### src/rtl/mem_pkg.sv
// Shared types and helpers for the parity-protected 9-bit memory path.
package mem_pkg;

    localparam int MEM_W   = 9;
    localparam int DATA_W  = 8;
    localparam int PAR_BIT = 8;

    typedef enum logic [1:0] {
        IDLE  = 2'd0,
        ISSUE = 2'd1,
        WAIT  = 2'd2,
        HOLD  = 2'd3
    } state_t;

    // Even parity: the stored parity bit equals the XOR of the data bits.
    function automatic logic par_ok(input logic [MEM_W-1:0] word);
        return word[PAR_BIT] == (^word[DATA_W-1:0]);
    endfunction

endpackage

### src/rtl/mem_parity_chk.sv
// Combinational parity checker for one 9-bit memory word.
// Kept standalone so the write-side parity generator can share it.
module mem_parity_chk
    import mem_pkg::*;
(
    input  logic [MEM_W-1:0] word,
    output logic             err
);

    assign err = !par_ok(word);

endmodule

### src/rtl/mem_burst_reader.sv
// Burst read controller: one single-cycle read per word, parity check on
// return, and delivery of each word on a valid/ready stream.
//
// Stream handshake: a word transfers on a rising edge where out_valid and
// out_ready are both high; while out_valid is high and out_ready is low,
// out_data, out_addr and out_par_err do not change.
module mem_burst_reader
    import mem_pkg::*;
#(
    parameter int ADDR_W = 16,
    parameter int LEN_W  = 8,
    parameter int ERR_W  = 16
) (
    input  logic              clk,
    input  logic              rst_n,
    input  logic              start,
    input  logic [ADDR_W-1:0] start_addr,
    input  logic [LEN_W-1:0]  burst_len,
    output logic              mem_read,
    output logic [ADDR_W-1:0] mem_address,
    input  logic [MEM_W-1:0]  mem_data,
    output logic              out_valid,
    input  logic              out_ready,
    output logic [DATA_W-1:0] out_data,
    output logic [ADDR_W-1:0] out_addr,
    output logic              out_par_err,
    output logic              busy,
    output logic              done,
    input  logic              clr_err,
    output logic [ERR_W-1:0]  err_count
);

    state_t            state;
    logic [ADDR_W-1:0] cur_addr;
    logic [LEN_W-1:0]  remaining;
    logic              word_err;
    logic              accept;
    logic              err_inc;

    mem_parity_chk u_parity_chk (
        .word (mem_data),
        .err  (word_err)
    );

    assign busy    = (state != IDLE);
    assign accept  = out_valid && out_ready;
    assign err_inc = (state == WAIT) && word_err;

    // Burst FSM with address/length counters and the registered output word.
    always_ff @(posedge clk or negedge rst_n) begin
        if (!rst_n) begin
            state       <= IDLE;
            cur_addr    <= '0;
            remaining   <= '0;
            mem_read    <= 1'b0;
            mem_address <= '0;
            out_valid   <= 1'b0;
            out_data    <= '0;
            out_addr    <= '0;
            out_par_err <= 1'b0;
            done        <= 1'b0;
        end else begin
            done     <= 1'b0;
            mem_read <= 1'b0;
            case (state)
                IDLE: begin
                    if (start) begin
                        if (burst_len != '0) begin
                            cur_addr    <= start_addr;
                            remaining   <= burst_len;
                            mem_address <= start_addr;
                            mem_read    <= 1'b1;
                            state       <= ISSUE;
                        end else begin
                            done <= 1'b1;
                        end
                    end
                end
                ISSUE: begin
                    state <= WAIT;
                end
                WAIT: begin
                    out_data    <= mem_data[DATA_W-1:0];
                    out_addr    <= cur_addr;
                    out_par_err <= word_err;
                    out_valid   <= 1'b1;
                    state       <= HOLD;
                end
                HOLD: begin
                    if (accept) begin
                        out_valid <= 1'b0;
                        remaining <= remaining - 1'b1;
                        if (remaining == LEN_W'(1)) begin
                            done  <= 1'b1;
                            state <= IDLE;
                        end else begin
                            // Address wraps naturally at the top of the space.
                            cur_addr    <= cur_addr + 1'b1;
                            mem_address <= cur_addr + 1'b1;
                            mem_read    <= 1'b1;
                            state       <= ISSUE;
                        end
                    end
                end
                default: begin
                    state <= IDLE;
                end
            endcase
        end
    end

    // Saturating parity-error counter; a clear beats a same-cycle increment.
    always_ff @(posedge clk or negedge rst_n) begin
        if (!rst_n) begin
            err_count <= '0;
        end else if (clr_err) begin
            err_count <= '0;
        end else if (err_inc && (err_count != '1)) begin
            err_count <= err_count + 1'b1;
        end
    end

endmodule

### config.mk
export PLATFORM = sky130hd
export DESIGN_NAME = mem_burst_reader
export DESIGN_NICKNAME = d
export VERILOG_FILES = /design/src/rtl/mem_pkg.sv /design/src/rtl/mem_parity_chk.sv /design/src/rtl/mem_burst_reader.sv
export SDC_FILE = /design/constraint.sdc
export NUM_CORES = 1
export LEC_CHECK = 0
export ABC_AREA = 1
export CAP_MARGIN = 30
export CORE_UTILIZATION = 54
export CTS_CLUSTER_SIZE = 14
export DETAILED_ROUTE_END_ITERATION = 10
export HOLD_SLACK_MARGIN = 0.12
export PLACE_DENSITY = 0.86
export SYNTH_ARGS = -nofsm -noshare
export SYNTH_HDL_FRONTEND = slang
export SYNTH_SLANG_ARGS = --single-unit
### constraint.sdc
create_clock -name clk -period 2.4 [get_ports clk]
set_input_delay 0.6 -clock clk [delete_from_list [all_inputs] [get_ports clk]]
set_output_delay 0.6 -clock clk [all_outputs]
set_load 0.02 [all_outputs]
==> out/metrics.yaml <==
stdcell_area_sq_mm: 0.00539
cp_slowest_stage_delay_ns: 0.38
boundaryPins: 99
cts_tree: "done"
wl_mm: 10.7
htreeDepth: 3
clk_pin_slew_ns: 0.08
synth_seq_cells: 70
worst_clock_skew_ns: 0.0113
synth_cells: 556
grt_pass1_wl_mm: 17.0
fmax_mhz: 467
tns_ns: 0
setup_violations: 0
final_nets: 698
wl_per_cell_um: 14.2
numClockSinks: 70
crit_buf_inv: 3
total_power_w: 0.00671
grt_max_degree: 48
ant_nets: 0
path_class: "reg -> out"
worstSkewPairLatency_ns: 0.35
rsz0062_at_grt: "no"
antennaDiodeCount: 0
worst-path-max-fanout: 5
drc: 0
drive_above_1_share_pct: 7.45
fin_crit_sh_pct: 89.3
final_cell_mix: "164 x nand2_1, 96 x clkdlybuf4s50_1, 70 x dfrtp_1"
p_per_area_mw_per_mm2: 1240
worst_slew_pin_slew_ns: 0.584
num-fill-cells: 574
crit_family: "buffers and inverters"
place_hpwl_mm: 7.64
cp.required_ns: 1.80
routabilityCongestion: 0.885
status: "finished clean"
overflow: 0
max-cap-violations: 0
hold_slack_ns: 0.240
coreArea_sq_mm: 0.00733
synth_area_per_cell_sq_um: 7.43
root_buffer: "clkbuf_8"
die_y_um: 89.4
synth.yosys.seq_area_share_pct: 42.4
track_usage_pct: 27.8
endpoint_kind: "output pin"
final_common_cell: "nand2_1"
hold_viol: 0
final_core_util_pct: 73.6
io_buffers: 98
cts-buffers-inserted: 9
drt-vias-per-instance: 5.50
rows: 31
drtIter0Drc: 365
p_leak_nw: 2.55
yosysWarnings: 0
cts_setup_buffers: 0
start_util_pct: 56.3
dpl_cell_area_sq_mm: 0.00520
ys_types: 36
antenna_found_initial: 0
crit_slowest_cell: "dfrtp_1"
crit_chain: "inv_1, ha_1, inv_2, dlygate4sd2_1"
slew_headroom_pct: 61.1
grt_pass1_vias: 3656
worst_setup_path_start_kind: "flip-flop"
min_period_ns: 2.14
worstHoldPathType: "in -> async"
drt-pass1-iter-count: 5
slew_viol_final: 0
die_area_sq_mm: 0.00800
die_w_um: 89.4
synth_area_sq_mm: 0.00413
cts_buffer_depth: 2
worstPathArrival_ns: 1.54
ir_drop_mv: 0.938
syn_nets: 601
num_vias: 4164
syn2layout_area_growth_pct: 30.6
cts.hold.buffers_added: 0
==> metrics by stage <==
step | setup WS (ns) | std cells
4_1_cts | 0.236 | 757
2_1_floorplan | 0.736 | 556
6_report | 0.257 | 757
5_1_grt | 0.177 | 757
3_3_place_gp | 0.152 | 740
3_5_place_dp | 0.0453 | 741
==> timing repair <==
item                                   in CTS  in global routing
setup endpoints to repair                   1                  0
endpoints found under the hold margin       0                  0
resized for setup                           1                  0
==> registers in the layout, indices dropped and copies added (netlist names) <==
signal / flops
out_par_err: 1
out_addr: 16
out_valid: 1
done: 1
remaining: 8
out_data: 8
cur_addr: 16
err_count: 16
state: 2
mem_read: 1
==> cells by family after synthesis <==
| family | after synthesis | share of synthesized area (%) |
|---|---|---|
| AND/OR/NAND/NOR | 306 | 32.9 |
| AO/OA/AOI/OAI | 77 | 10.1 |
| buffers and inverters | 76 | 8.21 |
| flip-flops | 70 | 42.4 |
| XOR/XNOR | 20 | 4.24 |
| adder cells (fa/ha/maj) | 7 | 2.12 |
==> cells in the mapped netlist, drive strengths merged <==
cell | number | share of area, %
clkbuf | 9 | 0.82
o211ai | 4 | 0.73
nand4 | 23 | 3.8
nand3 | 45 | 6.1
xnor2 | 6 | 1.3
nor2 | 61 | 6.1
inv | 55 | 5.0
ha | 7 | 2.1
dfrtp | 70 | 42
a31oi | 4 | 0.61
nand2 | 167 | 15
xor2 | 14 | 3.0
o21bai | 1 | 0.18
buf | 12 | 2.4
nor3b | 1 | 0.18
nor3 | 6 | 0.85
a21oi | 18 | 2.3
or2 | 3 | 0.45
o22ai | 3 | 0.45
o31ai | 1 | 0.18
o21ai | 46 | 5.7
==> final cells by class <==
class                   count  area (sq um)  share of cell area (%)
multi-input cells         410          2040                    37.8
flip-flops and latches     70          1750                    32.5
repair buffers            107          1070                    19.9
inverters                  55           206                    3.83
clock buffers               9           124                    2.30
well taps                  99           124                    2.30
clock inverters             7          73.8                    1.37
==> worst paths after layout <==
| kind | from | to | slack (ns) | cells after the start |
|---|---|---|---|---|
| max | state[0]$_DFFE_PN0P_ | busy | 0.26 | 4 |
| min | rst_n | out_data[7]$_DFFE_PN0N_ | 0.24 | 1 |
| max reg2reg | state[0]$_DFFE_PN0P_ | cur_addr[8]$_DFFE_PN0P_ | 0.43 | 9 |
| min reg2reg | out_data[3]$_DFFE_PN0N_ | out_data[3]$_DFFE_PN0N_ | 0.47 | 2 |
| max in group asynchronous | rst_n | cur_addr[12]$_DFFE_PN0P_ | 1.50 | 2 |
| min in group clk | out_data[3]$_DFFE_PN0N_ | out_data[3]$_DFFE_PN0N_ | 0.47 | 2 |
==> layer usage <==
metal / GRT usage [%] / up-vias / wire (um)
met5: 0 / - / 0
met4: 10.8 / 0 / 218
met3: 4.99 / 25 / 787
met2: 44.6 / 202 / 5210
met1: 37.6 / 1940 / 4530
li1: - / 1997 / -
==> power breakdown <==
part | internal (W) | switching [W]
Sequential | 0.00165 | 0.000404
Clock | 0.000481 | 0.000490
Combinational | 0.00147 | 0.00221
No activity file was read; power rests on OpenSTA's default activity.
